$ cat src/rtl/data_pump_master.sv
// rtl/data_pump_master.sv - SPI master driving the data_io download protocol (ping, index, [status], stream, end)
//
// Ports:
//   clk_sys, rst_n           clock, asynchronous active-low reset
//   start, index, length     transfer request; index/length latched when accepted
//   s_data, s_valid, s_ready payload byte stream; s_ready is high in the cycle a byte is taken
//   SPI_SCK, SPI_SS2, SPI_DI SPI mode-0 master outputs (MSB first)
//   SPI_DO                   SPI input from the slave
//   busy, done, ack_err      status: in progress, one-cycle success pulse, sticky ping failure
//   status_word, core_mod    only with DATA_PUMP_STATUS_EN: sent in a 0x15 frame after INDEX
//
// Optional feature macro: DATA_PUMP_STATUS_EN
module data_pump_master #(
    parameter int          CLKDIV  = 2,
    parameter int          GAP     = 4,
    parameter logic [7:0]  ACK_VAL = 8'h4B
) (
    input  logic        clk_sys,
    input  logic        rst_n,
    input  logic        start,
    input  logic [7:0]  index,
    input  logic [24:0] length,
    input  logic [7:0]  s_data,
    input  logic        s_valid,
    output logic        s_ready,
`ifdef DATA_PUMP_STATUS_EN
    input  logic [31:0] status_word,
    input  logic [6:0]  core_mod,
`endif
    output logic        SPI_SCK,
    output logic        SPI_SS2,
    output logic        SPI_DI,
    input  logic        SPI_DO,
    output logic        busy,
    output logic        done,
    output logic        ack_err
);

    // Frame-level FSM position (which protocol frame is on the wire)
    typedef enum logic [2:0] {F_PING, F_INDEX, F_STATUS, F_STREAM, F_END} frame_t;
    // Bit-level phase inside / between frames
    typedef enum logic [2:0] {P_IDLE, P_LOW, P_HIGH, P_STALL, P_TAIL, P_GAP, P_DONE} phase_t;

    phase_t      phase, phase_n;
    frame_t      frame, frame_n;
    logic [15:0] tmr, tmr_n;
    logic [2:0]  bit_cnt, bit_n;
    logic [2:0]  byte_cnt, byte_n;
    logic [7:0]  shift, shift_n;
    logic [7:0]  rx, rx_n;
    logic [24:0] remaining, rem_n;
    logic [7:0]  idx_r, idx_n;
    logic        sck_q, sck_n;
    logic        ss2_q, ss2_n;
    logic        busy_q, busy_n;
    logic        done_q, done_n;
    logic        err_q, err_n;
    logic        have_next;
    logic [7:0]  next_data;
`ifdef DATA_PUMP_STATUS_EN
    logic [31:0] st_r, st_n;
    logic [6:0]  cm_r, cm_n;
`endif

    function automatic logic [7:0] frame_cmd(input frame_t f);
        case (f)
            F_PING:   frame_cmd = 8'h00;
            F_INDEX:  frame_cmd = 8'h55;
            F_STATUS: frame_cmd = 8'h15;
            F_STREAM: frame_cmd = 8'h61;
            default:  frame_cmd = 8'h62;
        endcase
    endfunction

    // MOSI is the shift register MSB; it is cleared whenever no byte is pending
    assign SPI_DI  = shift[7];
    assign SPI_SCK = sck_q;
    assign SPI_SS2 = ss2_q;
    assign busy    = busy_q;
    assign done    = done_q;
    assign ack_err = err_q;

    always_ff @(posedge clk_sys or negedge rst_n) begin
        if (!rst_n) begin
            phase     <= P_IDLE;
            frame     <= F_PING;
            tmr       <= '0;
            bit_cnt   <= '0;
            byte_cnt  <= '0;
            shift     <= '0;
            rx        <= '0;
            remaining <= '0;
            idx_r     <= '0;
            sck_q     <= 1'b0;
            ss2_q     <= 1'b1;
            busy_q    <= 1'b0;
            done_q    <= 1'b0;
            err_q     <= 1'b0;
`ifdef DATA_PUMP_STATUS_EN
            st_r      <= '0;
            cm_r      <= '0;
`endif
        end else begin
            phase     <= phase_n;
            frame     <= frame_n;
            tmr       <= tmr_n;
            bit_cnt   <= bit_n;
            byte_cnt  <= byte_n;
            shift     <= shift_n;
            rx        <= rx_n;
            remaining <= rem_n;
            idx_r     <= idx_n;
            sck_q     <= sck_n;
            ss2_q     <= ss2_n;
            busy_q    <= busy_n;
            done_q    <= done_n;
            err_q     <= err_n;
`ifdef DATA_PUMP_STATUS_EN
            st_r      <= st_n;
            cm_r      <= cm_n;
`endif
        end
    end

    always_comb begin
        phase_n   = phase;
        frame_n   = frame;
        tmr_n     = tmr;
        bit_n     = bit_cnt;
        byte_n    = byte_cnt;
        shift_n   = shift;
        rx_n      = rx;
        rem_n     = remaining;
        idx_n     = idx_r;
        sck_n     = sck_q;
        ss2_n     = ss2_q;
        busy_n    = busy_q;
        done_n    = 1'b0;
        err_n     = err_q;
        s_ready   = 1'b0;
        have_next = 1'b0;
        next_data = 8'h00;
`ifdef DATA_PUMP_STATUS_EN
        st_n      = st_r;
        cm_n      = cm_r;
`endif

        // Follow-on byte for fixed-content frames; byte_cnt is the byte just finished
        case (frame)
            F_PING:  have_next = (byte_cnt == 3'd0);
            F_INDEX: begin
                have_next = (byte_cnt == 3'd0);
                next_data = idx_r;
            end
`ifdef DATA_PUMP_STATUS_EN
            F_STATUS: begin
                have_next = (byte_cnt < 3'd5);
                case (byte_cnt)
                    3'd0:    next_data = st_r[31:24];
                    3'd1:    next_data = st_r[23:16];
                    3'd2:    next_data = st_r[15:8];
                    3'd3:    next_data = st_r[7:0];
                    default: next_data = {1'b0, cm_r};
                endcase
            end
`endif
            default: have_next = 1'b0;
        endcase

        case (phase)
            P_IDLE, P_DONE: begin
                phase_n = P_IDLE;
                if (start) begin
                    idx_n   = index;
                    rem_n   = length;
`ifdef DATA_PUMP_STATUS_EN
                    st_n    = status_word;
                    cm_n    = core_mod;
`endif
                    busy_n  = 1'b1;
                    err_n   = 1'b0;
                    frame_n = F_PING;
                    byte_n  = '0;
                    bit_n   = '0;
                    shift_n = frame_cmd(F_PING);
                    ss2_n   = 1'b0;
                    tmr_n   = 16'(CLKDIV - 1);
                    phase_n = P_LOW;
                end
            end
            P_LOW: begin
                if (tmr == '0) begin
                    sck_n   = 1'b1;
                    rx_n    = {rx[6:0], SPI_DO};
                    tmr_n   = 16'(CLKDIV - 1);
                    phase_n = P_HIGH;
                end else begin
                    tmr_n = tmr - 16'd1;
                end
            end
            P_HIGH: begin
                if (tmr == '0) begin
                    sck_n = 1'b0;
                    tmr_n = 16'(CLKDIV - 1);
                    if (bit_cnt != 3'd7) begin
                        bit_n   = bit_cnt + 3'd1;
                        shift_n = {shift[6:0], 1'b0};
                        phase_n = P_LOW;
                    end else begin
                        bit_n  = '0;
                        byte_n = byte_cnt + 3'd1;
                        if (frame == F_STREAM) begin
                            shift_n = 8'h00;
                            phase_n = (remaining == '0) ? P_TAIL : P_STALL;
                        end else if (have_next) begin
                            shift_n = next_data;
                            phase_n = P_LOW;
                        end else begin
                            shift_n = 8'h00;
                            phase_n = P_TAIL;
                        end
                    end
                end else begin
                    tmr_n = tmr - 16'd1;
                end
            end
            P_STALL: begin
                // Byte boundary inside the stream frame: SCK low, SS2 low until data arrives
                s_ready = s_valid;
                if (s_valid) begin
                    shift_n = s_data;
                    rem_n   = remaining - 25'd1;
                    tmr_n   = 16'(CLKDIV - 1);
                    phase_n = P_LOW;
                end
            end
            P_TAIL: begin
                if (tmr == '0) begin
                    ss2_n   = 1'b1;
                    tmr_n   = 16'(GAP - 1);
                    phase_n = P_GAP;
                    case (frame)
                        F_PING: begin
                            if (rx != ACK_VAL) begin
                                err_n   = 1'b1;
                                busy_n  = 1'b0;
                                phase_n = P_IDLE;
                            end else begin
                                frame_n = F_INDEX;
                            end
                        end
`ifdef DATA_PUMP_STATUS_EN
                        F_INDEX:  frame_n = F_STATUS;
                        F_STATUS: frame_n = F_STREAM;
`else
                        F_INDEX:  frame_n = F_STREAM;
`endif
                        F_STREAM: frame_n = F_END;
                        default: begin
                            busy_n  = 1'b0;
                            done_n  = 1'b1;
                            phase_n = P_DONE;
                        end
                    endcase
                end else begin
                    tmr_n = tmr - 16'd1;
                end
            end
            P_GAP: begin
                if (tmr == '0) begin
                    ss2_n   = 1'b0;
                    shift_n = frame_cmd(frame);
                    byte_n  = '0;
                    bit_n   = '0;
                    tmr_n   = 16'(CLKDIV - 1);
                    phase_n = P_LOW;
                end else begin
                    tmr_n = tmr - 16'd1;
                end
            end
            default: phase_n = P_IDLE;
        endcase
    end

endmodule

$ cat config.mk
export PLATFORM = sky130hd
export DESIGN_NAME = data_pump_master
export DESIGN_NICKNAME = d
export VERILOG_FILES = /design/src/rtl/data_pump_master.sv
export SDC_FILE = /design/constraint.sdc
export NUM_CORES = 1
export LEC_CHECK = 0
export ABC_AREA = 1
export CAP_MARGIN = 20
export CORE_ASPECT_RATIO = 1.75
export CORE_MARGIN = 10
export CORE_UTILIZATION = 45
export CTS_BUF_LIST = sky130_fd_sc_hd__clkbuf_2 sky130_fd_sc_hd__clkbuf_4 sky130_fd_sc_hd__clkbuf_8
export DETAILED_ROUTE_END_ITERATION = 8
export GPL_TIMING_DRIVEN = 0
export PLACE_DENSITY_LB_ADDON = 0.2
export SLEW_MARGIN = 20
export SYNTH_ARGS = -nofsm -noshare
export SYNTH_HDL_FRONTEND = slang
export SYNTH_SLANG_ARGS = --single-unit
$ cat constraint.sdc
create_clock -name clk_sys -period 2.4 [get_ports clk_sys]
set_input_delay 0.36 -clock clk_sys [delete_from_list [all_inputs] [get_ports clk_sys]]
set_output_delay 0.36 -clock clk_sys [all_outputs]
set_load 0.1 [all_outputs]
### After elaboration in Yosys (flattened, before gate mapping)

Cells that the tools add are included.

| storage, ports and cells | value |
|---|---|
| input port bits | 46 |
| word-level logic and storage cells | 134 |
| register bits | 82 |

| operators by class | value |
|---|---|
| add/sub/neg operators | 4 |
| equality and inequality tests | 24 |
| reduce and logical (&&, ||, !) cells | 30 |
| muxes and demuxes | 62 |

Operators by type and width:

| kind | count |
|---|---|
| $mux W16 | 4 |
| $mux W8 | 8 |
| $pmux W16 S4 | 1 |
| $mux W3 | 18 |
| $mux W25 | 2 |
| $pmux W25 S2 | 1 |
| $pmux W8 S4 | 1 |
| $reduce_and A5 Y1 | 6 |
| $pmux W7 S4 | 1 |
| $pmux W3 S3 | 3 |
| $logic_not A25 Y1 | 1 |
| $sub A25 B1 Y25 const B | 1 |
| $ne A2 B2 Y1 const B | 10 |
| $pmux W3 S6 | 1 |
| $logic_not A16 Y1 | 1 |
| $sub A16 B1 Y16 const B | 1 |
| $mux W1 | 15 |
| $eq A3 B2 Y1 const B | 4 |
| $pmux W3 S2 | 2 |
| $eq A3 B3 Y1 const B | 3 |
| $logic_not A3 Y1 | 3 |
| $ne A3 B3 Y1 const B | 3 |
| $reduce_and A3 Y1 | 3 |
| $ne A8 B7 Y1 const B | 1 |
| 12 further kinds | 26 |

### Depth between registers and ports, before layout

Gate-level depths: netlist (run 1).

| logic depth | value |
|---|---|
| depth in word-level cells | 8 |
| depth in mapped cells | 13 |

### Worst setup path after synthesis (run 1)

Ideal clock, no wire load.

| timing | value |
|---|---|
| path type | register to output |
| from | register phase[0] |
| to | output s_ready |
| path buffers | 1 |
| arrival time | 2.257 ns |
| stages on the path, launching flop included | 6 |
| setup slack | -0.217 ns |
| required time | 2.040 ns |
| cells stage by stage | dfrtp_1 > nand2_1 > nor2_2 > inv_1 > clkbuf_1 > nor2_1 |

| between the ends | value |
|---|---|
| word-level cells in the longest chain between the ends | 2 |

Ends and longest elaborated chain:

| item | line | RTL |
|---|---|---|
| start: declaration | 44 | `phase_t phase, phase_n;` |
| start signal: assignment | 104 | `phase <= phase_n;` |
| $eq A3 B2 Y1 | 170 | `case (phase)` |
| $mux W1 | 170 |  |
| end: declaration | 25 | `output logic s_ready,` |

No other way between the ends.

### Worst setup path in the final report (run 1)

| timing | value |
|---|---|
| from | register sck_q, in the netlist SPI_SCK |
| to | output SPI_SCK |

RTL lines:

| item | line | RTL |
|---|---|---|
| start: declaration | 53 | `logic sck_q, sck_n;` |
| start signal: assignment | 113 | `sck_q <= sck_n;` |
| end: declaration | 30 | `output logic SPI_SCK,` |

No word-level cell between the ends.

==> reports/results.txt, run 1 <==
Met1 Routed Length = 5560 um
worst endpoint required time = 2.04 ns
slowest library cell on the worst path = clkdlybuf4s50_1
Largest delay share family, worst path = buffers and inverters
Avg WL per Cell = 15.0 um
unrepaired setup endpoints after global routing = no
via count = 5,058
Final ANT Viol Nets = 0
I/O pin count = 53
TritonCTS clock tree = done
die area = 15,800 um^2
1st-iter DRT viols = 207
Port Buf Inserts = 52
Mapped Nets = 795
Die Y = 159 um
Top Metal Used = met4
worst path bufs/invs = 1
slack of the worst reg-to-reg path = 0.29 ns
Layout Cells excl Fill = 944
worst-path fanout max = 2
Root Buffer = clkbuf_8
vias in the first global route = 4,971
total power = 7.11 mW
status = finished, final reports clean
Clock transition at path regs = 0.09 ns
R2R Path End = shift[5]$_DFFE_PN0P_
CP max stage delay = 1.14 ns
Pwr per Cell Area = 1190 nW/um^2
crit start category = flip-flop
initial core utilization = 0.461
cell area after synthesis = 4960 um^2
actual slew at the worst max-slew pin = 0.978 ns
Net count, final = 862
dpl cells = 925
worst vdd ir = 0.598 mV
worst path cell trace = clkdlybuf4s50_1
CTS Buffer Depth = 2
area grow syn2layout = 20.1%
DRC Markers = 0
clock sink count = 82
Synth Warn # = 0
worst hold path class = primary input to async pin
Rel. slew slack = 0.346
first-pass GRT wire length = 23,400 um
critical path depth in cells = 1
Syn Area/Cell = 6.69 um^2
clk_lat worst skew = 0.37 ns
Antenna Diode Count = 0
fmax = 449 MHz
Rows = 50
HPWL Detailed = 10,700 um
total CTS buffers = 9
Placeable Area = 10,800 um^2
vias per std cell = 5.36
initial antenna violation count = 0
Final period util = 0.929
CTS H-Tree Depth = 3
Setup Skew = 0.00664 ns
RR Startpoint = tmr[0]$_DFFE_PN0P_
Final Hold Viols = 0
minimum clock period = 2.23 ns
GP Congestion = 0.922
WP data arrival = 1.87 ns
Worst Setup SP = SPI_SCK$_DFFE_PN0P_
Setup Viol. Count Final = 0
metal3 WL = 722 um
total gr overflow = 0
Post-Syn Instances = 742
Design Area, Final = 5960 um^2
placed cell area = 5680 um^2
FF+latch count, synth = 82
Static Leak = 2.90 nW
ratio of cells with drive above 1 in the final layout = 0.0590
GRT Util Overall = 0.179
DR WL met2 = 7440 um
fin. max-slew vios = 0
Worst Setup EP = SPI_SCK
die span in x = 99.4 um
Seq/Total Area, Yosys = 0.414
WS Path Type = flip-flop to output pin
R2R depth = 11
routed wire length = 14,200 um
synth unique cells = 30
max-cap violations = 0
largest net degree at the start of global routing = 55
CP Capture Type = output pin
First-pass DRT Iterations = 7
-- routing by layer --
layer  global-route usage  vias up
met5                    0        -
li1                     -     2516
met4               0.0910        0
met1                0.192     2363
met3               0.0343       31
met2                0.319      148
-- through the flow --
step	hold WS, ns	setup slack, ns	setup TNS (ns)	util
finish	0.453	0.171	0	0.554
global route	0.482	0.0454	0	0.554
CTS	0.462	0.0186	0	0.551
detailed placement	0.317	-0.587	-0.587	0.527
global placement	0.454	-2.14	-174.67	0.525
floorplan	0.0644	0.241	0	-
-- what timing repair did --
item / CTS / global route
endpoints found under the hold margin: 28 / 0
buffers inserted: 0 / 3
hold buffers: 1 / 0
endpoints found under the setup margin: 2 / 1
gates resized for setup: 7 / 2
-- area by class of cell --
cell class                 count  area [um^2]
fill                        1082         4800
multi-input combinational    566         2550
sequential                    82         2050
timing repair buffer          57          574
inverter                      77          293
tap                          130          163
clock buffer                  10          138
clock inverter                 6          114
buffer                        16         72.6
-- power by group --
part           leakage (nW)  switching, mW  internal [mW]  total, mW
clock                 0.119          0.534          0.721       1.26
combinational          1.73           2.43           1.08       3.50
sequential             1.06          0.454           1.90       2.35
total                  2.90           3.41           3.70       7.11
-- sequential cells by signal, indices dropped and copies added (netlist names) --
| name | flops |
|---|---|
| ack_err | 1 |
| SPI_SCK | 1 |
| bit_cnt | 3 |
| tmr | 16 |
| idx_r | 8 |
| phase | 3 |
| SPI_SS2 | 1 |
| rx | 8 |
| shift | 8 |
| busy | 1 |
| byte_cnt | 3 |
| remaining | 25 |
| done | 1 |
| frame | 3 |
-- Yosys cell counts --
cell       instances  share of area
buf_2             10          0.010
xor2_1             3         0.0053
nand3_1           63          0.064
clkbuf_1           7         0.0053
a31oi_1            1         0.0013
and2_1             3         0.0038
dfrtp_1           81           0.41
o2111ai_1          6          0.011
mux2i_1            1         0.0020
o221ai_1           1         0.0018
nand2_1          251           0.19
dfstp_2            1         0.0053
inv_1             72          0.054
nor3b_1            1         0.0015
o22ai_1            3         0.0038
xnor2_1            2         0.0035
nor2_2             6         0.0076
o21ai_1            9         0.0091
nand3b_1           1         0.0015
nand4_1           15          0.019
inv_2              4         0.0030
or2_2              2         0.0025
o21ai_0           47          0.047
a21oi_1           18          0.018
nor3_1             9         0.0091
ha_1               7          0.018
o211ai_1           6         0.0091
clkinv_1           1        0.00076
nor3_2             1         0.0020
nor2_1           110          0.083
-- worst min-delay path by stage --
stage                                     from                        end  slack, ns  depth (start not counted)
after floorplan                          rst_n        SPI_SCK$_DFFE_PN0P_       0.06                          0
after global placement    shift[6]$_DFFE_PN0P_       shift[6]$_DFFE_PN0P_       0.45                          2
after detailed placement                 rst_n  remaining[16]$_DFFE_PN0P_       0.32                          1
after CTS                                rst_n  remaining[16]$_DFFE_PN0P_       0.46                          2
after global routing                     rst_n  remaining[16]$_DFFE_PN0P_       0.48                          2
final                                    rst_n  remaining[16]$_DFFE_PN0P_       0.45                          2
-- kinds of logic (layout without fill, tap and decap cells) --
kind of cell / count (synthesis) / in the layout / share of synthesized area
flip-flops: 82 / 82 / 0.414
buffers and inverters: 94 / 166 / 0.0736
AO/OA/AOI/OAI: 91 / 91 / 0.101
XOR/XNOR: 5 / 5 / 0.00882
adder cells (fa/ha/maj): 7 / 7 / 0.0176
AND/OR/NAND/NOR: 462 / 462 / 0.383
multiplexers: 1 / 1 / 0.00202
-- cells in the final DEF (no fill, tap or decap), types with 7 or more instances in the layout --
| cell | synthesis | final |
|---|---|---|
| nand2_1 | 251 | 251 |
| nor2_1 | 110 | 109 |
| dfrtp_1 | 81 | 81 |
| inv_1 | 72 | 71 |
| nand3_1 | 63 | 63 |
| clkdlybuf4s50_1 | 0 | 49 |
| o21ai_0 | 47 | 47 |
| a21oi_1 | 18 | 18 |
| nand4_1 | 15 | 15 |
| buf_2 | 10 | 10 |
| clkbuf_8 | 0 | 10 |
| nor3_1 | 9 | 9 |
| o21ai_1 | 9 | 9 |
| ha_1 | 7 | 7 |
(Power assumes the default switching activity.)
==> run 2: changes to the inputs <==
- CORE_UTILIZATION: 45 -> 55
- GPL_ROUTABILITY_DRIVEN: not set -> 0
- SKIP_CTS_REPAIR_TIMING: not set -> 1
==> reports/results.txt, run 2 (synthesis results as in run 1) <==
status = finished, final reports clean
most common cell after layout, fill and taps aside = nand2_1
Rel. slew slack = 0.347 (+0.00132)
initial core utilization = 0.569 (+0.107)
clk_lat worst skew = 0.37 ns (about the same)
actual slew at the worst max-slew pin = 0.976 ns (-0.00197 ns)
CP dominant cell by count = nor2_2
Die Y = 146 um (-8.3%)
total CTS buffers = 9 (unchanged)
Top Registers = remaining: 25 flops, tmr: 16 flops
Root Buffer = clkbuf_8
Clock transition at path regs = 0.09 ns (about the same)
power share of the sequential group = 0.339 (+0.008)
minimum clock period = 2.29 ns (+0.0560 ns)
worst-path fanout max = 8 (+6)
Final Hold Viols = 0 (unchanged)
Final WS setup = 0.115 ns (-0.0560 ns)
fin. max-slew vios = 0 (unchanged)
Largest delay share family, worst path = buffers and inverters
unrepaired setup endpoints after global routing = no
Reg with most FFs = remaining
1st-iter DRT viols = 374 (+81%)
GRT Util Overall = 0.208 (+0.0292)
fill count = 799 (-26%)
total gr overflow = 0 (unchanged)
vias in the first global route = 5,036 (+1.3%)
ratio of cells with drive above 1 in the final layout = 0.0590 (unchanged)
footprint of the multi-input gates = 2550 um^2 (-0.20%)
Placeable Area = 8730 um^2 (-19%)
WS Path Type = flip-flop to output pin
vias per std cell = 5.47 (+2.2%)
DRC Markers = 0 (unchanged)
cell internal pwr = 3.48 mW (-5.9%)
Register Area = 2050 um^2 (unchanged)
Comb pwr share = 0.512 (+0.019)
worst path bufs/invs = 2 (+1)
crit start category = flip-flop
Final ANT Viol Nets = 0 (unchanged)
max FFs per register = 25 (unchanged)
Setup Viol. Count Final = 0 (unchanged)
Port Buf Inserts = 52 (unchanged)
CP Capture Type = output pin
worst vdd ir = 0.701 mV (+17%)
TritonCTS clock tree = done
area grow syn2layout = 18.5%
Net count, final = 862 (unchanged)
initial antenna violation count = 0 (unchanged)
HPWL Detailed = 10,500 um (-1.8%)
Rows = 45 (-10%)
clock sink count = 82 (unchanged)
switching pwr = 3.41 mW (about the same)
CTS H-Tree Depth = 3 (unchanged)
CTS Buffer Depth = 2 (unchanged)
pre-CTS setup slack = -0.547 ns (+0.0395 ns)
worst path cell trace = nand2_1 > nor2_2 > clkinvlp_4 > nor2_2 > clkbuf_4
I/O pin count = 53 (unchanged)
max-cap violations = 0 (unchanged)
commonest cells after routing, fill and taps aside = nand2_1, nor2_1, dfrtp_1
first-pass GRT wire length = 23,200 um (-0.97%)
Avg WL per Cell = 14.9 um (-0.82%)
fmax = 438 MHz (-2.5%)
slowest library cell on the worst path = dfrtp_1
Antenna Diode Count = 0 (unchanged)
dpl cells = 912 (-1.4%)
via count = 5,096 (+0.75%)
Layout Cells excl Fill = 931 (-1.4%)
largest net degree at the start of global routing = 45 (-18%)
die span in x = 91.8 um (-7.6%)
WP data arrival = 1.93 ns (+0.06 ns)
First-pass DRT Iterations = 5 (-2)
Static Leak = 2.89 nW (-0.33%)
routed wire length = 13,900 um (-2.2%)
share of total power in the clock network = 0.149 (-0.027)
switch share = 0.495 (+0.0153)
die area = 13,400 um^2 (-15%)
Setup Skew = 0.0170 ns (+0.0104 ns)
worst endpoint required time = 2.04 ns (about the same)
Pwr per Cell Area = 1170 nW/um^2 (-1.8%)
Final period util = 0.952 (+0.0233)
CP max stage delay = 0.44 ns (-0.70 ns)
worst hold path class = flip-flop to flip-flop
[run 2: cell type report]
type	count	share of cell area
Buffer	16	0.0123
Clock buffer	11	0.0236
Timing Repair Buffer	57	0.0982
Tap cell	117	0.0249
Inverter	77	0.0497
Sequential cell	82	0.349
Clock inverter	5	0.00935
Multi-Input combinational cell	566	0.433
[run 2: power by group through the flow]
| stage | clock, mW | combinational [mW] | sequential, mW |
|---|---|---|---|
| 2_1_floorplan | 0 | 2.36 | 2.46 |
| 5_1_grt | 1.09 | 4.01 | 2.40 |
| 3_3_place_gp | 0 | 3.33 | 2.33 |
| 6_report | 1.03 | 3.53 | 2.34 |
| 3_5_place_dp | 0 | 3.45 | 2.35 |
| 4_1_cts | 1.04 | 3.47 | 2.32 |
[run 2: worst register-to-register path, delay by kind of cell, from the launching register on]
kind / cells / cell delay [ns]
buffers and inverters: 2 / 0.25
flip-flops: 1 / 0.38
adder cells (fa/ha/maj): 1 / 0.29
AO/OA/AOI/OAI: 1 / 0.10
AND/OR/NAND/NOR: 7 / 1.01
[run 2: per-stage QoR]
| stage | util | hold slack [ns] | setup TNS, ns | instance area (um^2) | power, mW |
|---|---|---|---|---|---|
| 2_1_floorplan | - | 0.0644 | 0 | 4970 | 4.81 |
| 3_3_place_gp | 0.646 | 0.455 | -163.18 | 5630 | 5.66 |
| 3_5_place_dp | 0.648 | 0.378 | -0.547 | 5660 | 5.80 |
| 4_1_cts | 0.671 | -0.0192 | -0.966 | 5850 | 6.83 |
| 5_1_grt | 0.674 | 0.499 | 0 | 5890 | 7.51 |
| 6_report | 0.674 | 0.474 | 0 | 5890 | 6.89 |
[run 2: worst paths after layout]
path / start / endpoint / slack [ns] / depth (start not counted)
setup reg to reg: tmr[0]$_DFFE_PN0P_ / shift[4]$_DFFE_PN0P_ / 0.27 / 11
setup / recovery: phase[0]$_DFFE_PN0P_ / s_ready / 0.11 / 5
hold / removal: shift[7]$_DFFE_PN0P_ / shift[7]$_DFFE_PN0P_ / 0.47 / 2
hold reg to reg: shift[7]$_DFFE_PN0P_ / shift[7]$_DFFE_PN0P_ / 0.47 / 2
min in group asynchronous: rst_n / remaining[20]$_DFFE_PN0P_ / 0.50 / 2
max in group asynchronous: rst_n / SPI_SS2$_DFFE_PN1P_ / 1.22 / 3
[run 2: per-layer routing]
metal	wire length, um	part of all wire	track usage
met4	405	0.029	0.0984
met1	5260	0.38	0.228
met5	0	0	0
met3	808	0.058	0.0340
met2	7380	0.53	0.376
==> run 3: changes to the inputs <==
- CAP_MARGIN: 20 -> not set
==> results of run 3 <==
Same layout as run 2: the final DEF is identical, and so are final timing and power.
